--- config.mk ---
export PLATFORM = sky130hd
export DESIGN_NAME = rom_port_arbiter
export DESIGN_NICKNAME = d
export VERILOG_FILES = /design/src/rtl/rom_port_arbiter.sv
export SDC_FILE = /design/constraint.sdc
export NUM_CORES = 1
export LEC_CHECK = 0
export ABC_AREA = 1
export CORE_MARGIN = 4
export CORE_UTILIZATION = 37
export DETAILED_ROUTE_END_ITERATION = 6
export GPL_TIMING_DRIVEN = 0
export MAX_ROUTING_LAYER = met4
export PLACE_DENSITY_LB_ADDON = 0.15
export SYNTH_ARGS = -nofsm -noshare
export SYNTH_HDL_FRONTEND = slang
export SYNTH_SLANG_ARGS = --single-unit
--- constraint.sdc ---
create_clock -name clk -period 3.2 [get_ports clk]
set_input_delay 0.64 -clock clk [delete_from_list [all_inputs] [get_ports clk]]
set_output_delay 0.64 -clock clk [all_outputs]
set_load 0.01 [all_outputs]
--- src/rtl/rom_port_arbiter.sv ---
// rom_port_arbiter: shares one combinational 32-bit instruction ROM between the fetch (IF) and debug (DBG) read ports.
// Optional statistics outputs (conflict_cnt, aged_cnt) are built when ROM_ARB_STATS_EN is defined.
//
//   state    | meaning
//   IF_PRIO  | IF wins whenever it requests; DBG only gets idle cycles
//   DBG_AGED | DBG waited STARVE_LIMIT cycles; DBG granted, IF stalled for one cycle
module rom_port_arbiter #(
    parameter int unsigned ROM_BYTES    = 128,
    parameter int unsigned STARVE_LIMIT = 4
) (
    input  logic        clk,
    input  logic        rst,
    input  logic        if_req,
    input  logic [31:0] if_addr,
    output logic        if_gnt,
    output logic        if_rvalid,
    output logic [31:0] if_rdata,
    output logic        if_err,
    input  logic        dbg_req,
    input  logic [31:0] dbg_addr,
    output logic        dbg_gnt,
    output logic        dbg_rvalid,
    output logic [31:0] dbg_rdata,
    output logic        dbg_err,
    output logic [31:0] rom_addr,
    input  logic [31:0] rom_data
`ifdef ROM_ARB_STATS_EN
    ,
    output logic [15:0] conflict_cnt,
    output logic [7:0]  aged_cnt
`endif
);

    localparam logic [31:0] LAST_WORD = 32'(ROM_BYTES - 4);
    localparam logic [3:0]  LIMIT     = 4'(STARVE_LIMIT);

    typedef enum logic {
        IF_PRIO  = 1'b0,
        DBG_AGED = 1'b1
    } state_t;

    state_t      r_state;
    state_t      w_state_next;
    logic [3:0]  r_wait_cnt;
    logic [3:0]  w_wait_next;
    logic [31:0] r_rom_addr;
    logic [31:0] w_rom_addr;
    logic        w_if_gnt;
    logic        w_dbg_gnt;
    logic        w_if_bad;
    logic        w_dbg_bad;

    logic        r_if_rvalid;
    logic [31:0] r_if_rdata;
    logic        r_if_err;
    logic        r_dbg_rvalid;
    logic [31:0] r_dbg_rdata;
    logic        r_dbg_err;

    assign w_if_bad  = (if_addr[1:0] != 2'b00) || (if_addr > LAST_WORD);
    assign w_dbg_bad = (dbg_addr[1:0] != 2'b00) || (dbg_addr > LAST_WORD);

    always_comb begin
        w_if_gnt     = 1'b0;
        w_dbg_gnt    = 1'b0;
        w_wait_next  = 4'd0;
        w_state_next = IF_PRIO;
        if (!rst) begin
            case (r_state)
                DBG_AGED: w_dbg_gnt = dbg_req;
                default: begin
                    w_if_gnt  = if_req;
                    w_dbg_gnt = dbg_req && !if_req;
                end
            endcase
        end
        if (dbg_req && !w_dbg_gnt) begin
            w_wait_next = (r_wait_cnt == 4'hF) ? 4'hF : r_wait_cnt + 4'd1;
        end
        // Aging decision uses the post-increment count so DBG wins exactly STARVE_LIMIT cycles after it started waiting.
        if ((r_state == IF_PRIO) && dbg_req && !w_dbg_gnt && (w_wait_next >= LIMIT)) begin
            w_state_next = DBG_AGED;
        end
    end

    // Bad addresses never reach the ROM; the bus keeps the last good address.
    always_comb begin
        w_rom_addr = r_rom_addr;
        if (w_if_gnt && !w_if_bad) begin
            w_rom_addr = if_addr;
        end else if (w_dbg_gnt && !w_dbg_bad) begin
            w_rom_addr = dbg_addr;
        end
    end

    always_ff @(posedge clk or posedge rst) begin
        if (rst) begin
            r_state      <= IF_PRIO;
            r_wait_cnt   <= 4'd0;
            r_rom_addr   <= 32'd0;
            r_if_rvalid  <= 1'b0;
            r_if_rdata   <= 32'd0;
            r_if_err     <= 1'b0;
            r_dbg_rvalid <= 1'b0;
            r_dbg_rdata  <= 32'd0;
            r_dbg_err    <= 1'b0;
        end else begin
            r_state      <= w_state_next;
            r_wait_cnt   <= w_wait_next;
            r_rom_addr   <= w_rom_addr;
            r_if_rvalid  <= w_if_gnt;
            r_if_err     <= w_if_gnt && w_if_bad;
            r_dbg_rvalid <= w_dbg_gnt;
            r_dbg_err    <= w_dbg_gnt && w_dbg_bad;
            if (w_if_gnt) begin
                r_if_rdata <= w_if_bad ? 32'd0 : rom_data;
            end
            if (w_dbg_gnt) begin
                r_dbg_rdata <= w_dbg_bad ? 32'd0 : rom_data;
            end
        end
    end

    assign if_gnt     = w_if_gnt;
    assign dbg_gnt    = w_dbg_gnt;
    assign rom_addr   = w_rom_addr;
    assign if_rvalid  = r_if_rvalid;
    assign if_rdata   = r_if_rdata;
    assign if_err     = r_if_err;
    assign dbg_rvalid = r_dbg_rvalid;
    assign dbg_rdata  = r_dbg_rdata;
    assign dbg_err    = r_dbg_err;

`ifdef ROM_ARB_STATS_EN
    logic [15:0] r_conflict_cnt;
    logic [7:0]  r_aged_cnt;

    always_ff @(posedge clk or posedge rst) begin
        if (rst) begin
            r_conflict_cnt <= 16'd0;
            r_aged_cnt     <= 8'd0;
        end else begin
            if (if_req && dbg_req && (r_conflict_cnt != 16'hFFFF)) begin
                r_conflict_cnt <= r_conflict_cnt + 16'd1;
            end
            if ((r_state == DBG_AGED) && w_dbg_gnt && (r_aged_cnt != 8'hFF)) begin
                r_aged_cnt <= r_aged_cnt + 8'd1;
            end
        end
    end

    assign conflict_cnt = r_conflict_cnt;
    assign aged_cnt     = r_aged_cnt;
`endif

endmodule

==> metrics, run 1 <==
VDD IR max 0.000208 V; r2r startpoint r_state$_DFF_PP0_; max_cap viols 0; drt pass-1 iters 4; Crit path arrival time 2.44 ns; Gate Count Post-Synth about 460; crit path time final 3.08 ns; Reg2Reg Setup Slack 1.41 ns; largest area contributor in the netlist dfrtp_1; Syn Area/Cell 9.39 µm²; initial antenna violation count 0; post-DP HPWL 9400 µm; Synth top cells by count 123 x nand2_1, 105 x dfrtp_1, 64 x nor2_1; switching share of power 22.7%; CTS Buf Count 9; worst path cell trace clkdlybuf4s50_1 -> nor2_1 -> nand2_1 -> nor3_4 -> nand4_4 -> inv_4 -> buf_6 -> nor2_1 -> clkdlybuf4s50_1; share of layout cells above drive strength 1 12.4%; Final Core Density between 60 and 70%; gr ovfl total 0; clk slew on worst S/H paths ~0.070 ns; worst skew pair latency 0.34 ns; startpoint types input pin; WHS 0.442 ns; Cell Area, Placed 6560 µm²; hold depth 1; fill count 1024; Via density 4.58; Synth Cell Area 4310 µm²; crit path buf inv count 4; top cells by area, synth dfrtp_1 61%, nand2_1 11%, nor2_1 5.6%, o21ai_2 5.1%, inv_1 4.6%; Slew HR 64.2%; clock power share 38.9%; input/output buffers 201; initial core utilization 37.7%; Placement Rows 39; RSZ-0062 raised after global routing no; area grow syn2layout 61.5%; die height 116 µm; Comb power frac 9.2%; sink count of the clock tree 105; leakage 3.49 nW; GPL Wtd Cong 0.782; post-route ant nets 0; slowest stage delay, CP about 0.48 ns; Worst R2R End dbg_rdata[24]$_DFFE_PP0P_; first-pass GRT wire length approximately 20000 µm; drt wl/cell 14.7 µm; I/O pins 202; status completed; EDFF count, synth 0; H-tree depth 3; Die X 116 µm; Worst path slowest cell clkdlybuf4s50_1; Top delay family on crit path buffers and inverters; synth warn 0; sequential share of the synthesized area 61.0%; worst r2r path cells 9; DRC 0; Placement Setup Slack -0.186 ns; hold-fix buffers at CTS 0; area of the core roughly 11000 µm²; CTS root buf clkbuf_16; Min-Delay Endpoint r_state$_DFF_PP0_; CP max FO 10; NetSw 0.000585 W; final setup vio count 0; Worst Skew about 0.0042 ns; dpl cells 806; internal power 0.00199 W; count leader, synth nand2_1; Worst-Margin Slew 0.537 ns; total power divided by cell area 370 nW/µm²; Slew Viols, Final 0; Worst Setup SP if_addr[9]; GRT Overall Usage between 10% and 20%; syn nets 560; Finished Cell Area slightly below 7000 µm²; vias in the first global route 4059; Final Hold Fails 0; final WL 12200 µm; TritonCTS clock tree yes; Yosys reg bits 105; share of power burned in registers 51.8%; worst-case clock buffer depth 2; final non-filler cell total 829; fmax 324 MHz; DR iter-0 viols 179; die area 13400 µm²; worst hold-check path type flop to flop; dominant synthesized flop cell dfrtp_1; Final period util 96.4%; Yosys cell types 25; worst hold start r_state$_DFF_PP0_; vias post-DR 3798; largest net degree at the start of global routing 36; Crit Path Category input pin to primary output; nets@finish 783; crit end category primary output; top cell type's share of synthesized area 61.0%; CP required between 2 and 3 ns; fraction of registers with async set/reset 100%; # diodes 0; final setup margin between 0.1 and 0.15 ns
[per-stage QoR]
step                setup TNS, ns  total power [W]
finish                          0          0.00258
global route                    0          0.00268
CTS                             0          0.00260
detailed placement          -2.86          0.00160
global placement            -2.84          0.00159
floorplan                       0          0.00144
[layout by cell type (no fill, tap or decap), drive strengths merged]
| cell | instances |
|---|---|
| clkinvlp | 3 |
| buf | 24 |
| nand3 | 14 |
| xor2 | 1 |
| clkbuf | 16 |
| dfrtp | 105 |
| dlymetal6s2s | 13 |
| o21ai | 64 |
| a21oi | 3 |
| xnor2 | 1 |
| nand2 | 125 |
| nor3 | 1 |
| ha | 1 |
| inv | 54 |
| nand4 | 2 |
| dlygate4sd2 | 6 |
| nor2 | 67 |
| a31oi | 1 |
| clkinv | 3 |
| clkdlybuf4s50 | 182 |
[worst reg2reg max path: stages, from the launching register on]
cell and delay, ns:
dfrtp_1 0.39, inv_2 0.06, nand2_2 0.06, nand2_2 0.11
nor2_8 0.06, buf_4 0.18, inv_1 0.21, clkbuf_1 0.46
nand2_1 0.09, o21ai_1 0.10
[sequential cells by signal (all words and copies together), names as in the netlist]
signal and cells:
dbg_rdata 32, if_rdata 32, if_rvalid 1, r_wait_cnt 4, dbg_err 1, r_state 1, if_err 1, r_rom_addr 32
dbg_rvalid 1
[worst max path at each step]
stage,end,cells past startpoint
5_1_grt,rom_addr[26],9
3_5_place_dp,rom_addr[6],8
3_3_place_gp,rom_addr[6],8
6_report,rom_addr[7],9
4_1_cts,rom_addr[31],9
2_1_floorplan,rom_addr[2],7
[layout make-up]
cell class	instances	area [µm²]	share of cell area, %
Buffer	19	144	2.07
Inverter	55	213	3.06
Multi-Input combinational cell	280	1380	19.8
Tap cell	143	179	2.57
Timing Repair Buffer	212	2160	31.0
Clock inverter	5	33.8	0.485
Sequential cell	105	2630	37.8
Clock buffer	10	229	3.29
[routing by layer]
layer	global-route usage, %	part of all wire (%)	up-vias
li1	-	-	1859
met1	24.7	43	1788
met2	31.0	49	138
met3	3.86	6.9	13
met4	6.03	1.4	0
met5	-	0	-
[kinds of logic (layout without fill, tap and decap cells)]
| group | after synthesis | count (layout) | synth area share [%] |
|---|---|---|---|
| xor gates and xnor gates | 2 | 2 | 0.407 |
| buffers and inverters | 74 | 301 | 7.67 |
| adders and majority gates | 1 | 1 | 0.290 |
| and+or+nand+nor | 209 | 209 | 20.6 |
| AOI/OAI and AO/OA | 68 | 68 | 10.1 |
| DFF | 105 | 105 | 61.0 |
[what timing repair did]
item | 4_1_cts | 5_1_grt
pin swaps | 3 | 1
gates resized for setup | 11 | 23
setup buffers | 4 | 4
setup endpoints to repair | 32 | 31
[power by group through the flow]
stage	clock (W)	sequential (W)	combinational, W
floorplan	0	0.00136	0.0000728
global placement	0	0.00136	0.000227
detailed placement	0	0.00136	0.000239
CTS	0.00102	0.00134	0.000242
global route	0.00109	0.00134	0.000261
finish	0.00100	0.00134	0.000238
Power figures use the tool's default switching activity.
==> run 2: changes to the inputs <==
MAX_ROUTING_LAYER = unset   (was met4)
==> metrics, run 2 (same netlist as run 1, synthesis figures left out) <==
status completed; Pwr Total 0.00258 W; Die X 116 µm; DR iter-0 viols ~170; Worst Setup EP rom_addr[7]; slowest stage delay, CP 0.48 ns; Placement Rows 39; Finished Cell Area 6960 µm²; Worst-Margin Slew about 0.54 ns; post-route ant nets 0; vias post-DR 3793; Slew Viols, Final 0; DRC 0; fmax 324 MHz; area grow syn2layout 61.5%; CTS root buf clkbuf_16; crit end category primary output; Slew HR roughly 64%; gr ovfl total 0; Crit path depth 9; r2r startpoint r_state$_DFF_PP0_; Worst Setup SP if_addr[9]; clock power share between 30% and 40%; Via density around 4.6; Top delay family on crit path buffers and inverters; RSZ-0062 raised after global routing no; crit path buf inv count 4; H-tree depth 3; total power divided by cell area ~370 nW/µm²; startpoint types input pin; hold-fix buffers at CTS 0; Comb power frac a little under a tenth; CP required 2.56 ns; Worst path slowest cell clkdlybuf4s50_1; CP max FO 10; worst path cell trace clkdlybuf4s50_1 -> nor2_1 -> nand2_1 -> nor3_4 -> nand4_4 -> inv_4 -> buf_6 -> nor2_1 -> clkdlybuf4s50_1; dpl cells between 800 and 900; final WL around 12000 µm; worst r2r path cells 9; worst skew pair latency 0.34 ns; final setup margin approximately 0.12 ns; crit path time final 3.08 ns; drt wl/cell 14.7 µm; final non-filler cell total 829; share of layout cells above drive strength 1 12.4%; # diodes 0; first-pass GRT wire length 19800 µm; clk slew on worst S/H paths 0.07 ns; Crit Path Category input pin to primary output; Crit path arrival time ~2.4 ns; internal power 0.00199 W; most frequent cells in the layout 182 x clkdlybuf4s50_1, 123 x nand2_1, 105 x dfrtp_1; input/output buffers 201; GPL Wtd Cong approximately 0.77; switching share of power between 20 and 25%; Final Core Density 60.9%; VDD IR max 0.000207 V; Worst R2R End dbg_rdata[29]$_DFFE_PP0P_; area of the core 11400 µm²; initial antenna violation count 0; Placement Setup Slack -0.186 ns; drt pass-1 iters 4; most common cell after layout, fill and taps aside clkdlybuf4s50_1; CTS Buf Count 9; Final Hold Fails 0; largest net degree at the start of global routing 36; sink count of the clock tree between 100 and 150; nets@finish 783; Final period util a little over nine tenths; final setup vio count 0; leakage 3.49 nW; die area 13400 µm²; NetSw around 0.00058 W; worst hold-check path type flop to flop; die height roughly 120 µm; post-DP HPWL 9400 µm; share of power burned in registers 51.8%; I/O pins 202; GRT Overall Usage a little under a fifth; hold depth 1; worst-case clock buffer depth 2; initial core utilization 37.7%; max_cap viols 0; Worst Skew 0.00392 ns; Reg2Reg Setup Slack 1.41 ns; Cell Area, Placed 6560 µm²; vias in the first global route ~4000; TritonCTS clock tree yes
==> run 2: cell counts in the layout (fill, tap and decap cells not counted) <==
No cell type changed its count.
==> run 2: power groups by stage <==
stage	Combinational, W	Clock (W)	Sequential, W
after floorplan	0.0000728	0	0.00136
after global placement	0.000227	0	0.00136
after detailed placement	0.000239	0	0.00136
after CTS	0.000242	0.00102	0.00134
after global routing	0.000260	0.00109	0.00134
final	0.000238	0.00100	0.00134
==> run 2: how the worst min path moves through the flow <==
| stage | start | end | slack (ns) |
|---|---|---|---|
| 3_3_place_gp | r_state$_DFF_PP0_ | r_state$_DFF_PP0_ | 0.44 |
| 2_1_floorplan | r_state$_DFF_PP0_ | r_state$_DFF_PP0_ | 0.42 |
| 3_5_place_dp | r_state$_DFF_PP0_ | r_state$_DFF_PP0_ | 0.44 |
| 4_1_cts | r_state$_DFF_PP0_ | r_state$_DFF_PP0_ | 0.45 |
| 5_1_grt | r_state$_DFF_PP0_ | r_state$_DFF_PP0_ | 0.45 |
| 6_report | r_state$_DFF_PP0_ | r_state$_DFF_PP0_ | 0.44 |
==> run 2: worst register-to-register path: stages (launching register included) <==
cell and delay [ns]:
dfrtp_1 0.39, inv_2 0.06, nand2_2 0.06, nand2_2 0.11, nor2_8 0.06, buf_4 0.18, inv_1 0.21, clkbuf_1 0.46
nand2_1 0.10, o21ai_1 0.09
==> run 2: routing by layer <==
metal  GRT usage (%)  up-vias  routed length [µm]
met1            23.8     1786                5060
met3            5.01       13                 995
met4            6.03        0                 163
met5               0        -                   0
met2            31.1      133                5940
li1                -     1861                   -
==> run 2: area by class of cell <==
cell class	instances	area, µm²
inverter	55	213
clock inverter	5	33.8
fill	1024	4460
timing repair buffer	212	2160
clock buffer	10	229
buffer	19	144
multi-input combinational	280	1380
sequential	105	2630
tap	143	179
==> run 2: timing repair <==
item | 4_1_cts | 5_1_grt
gates resized for setup | 11 | 23
endpoints found under the setup margin | 32 | 31
pin swaps | 3 | 1
setup buffers | 4 | 4
==> run 2: per-stage QoR <==
step           TNS (ns)  hold WS [ns]
2_1_floorplan         0         0.423
3_3_place_gp      -2.84         0.437
3_5_place_dp      -2.86         0.438
4_1_cts               0         0.447
5_1_grt               0         0.450
6_report              0         0.442
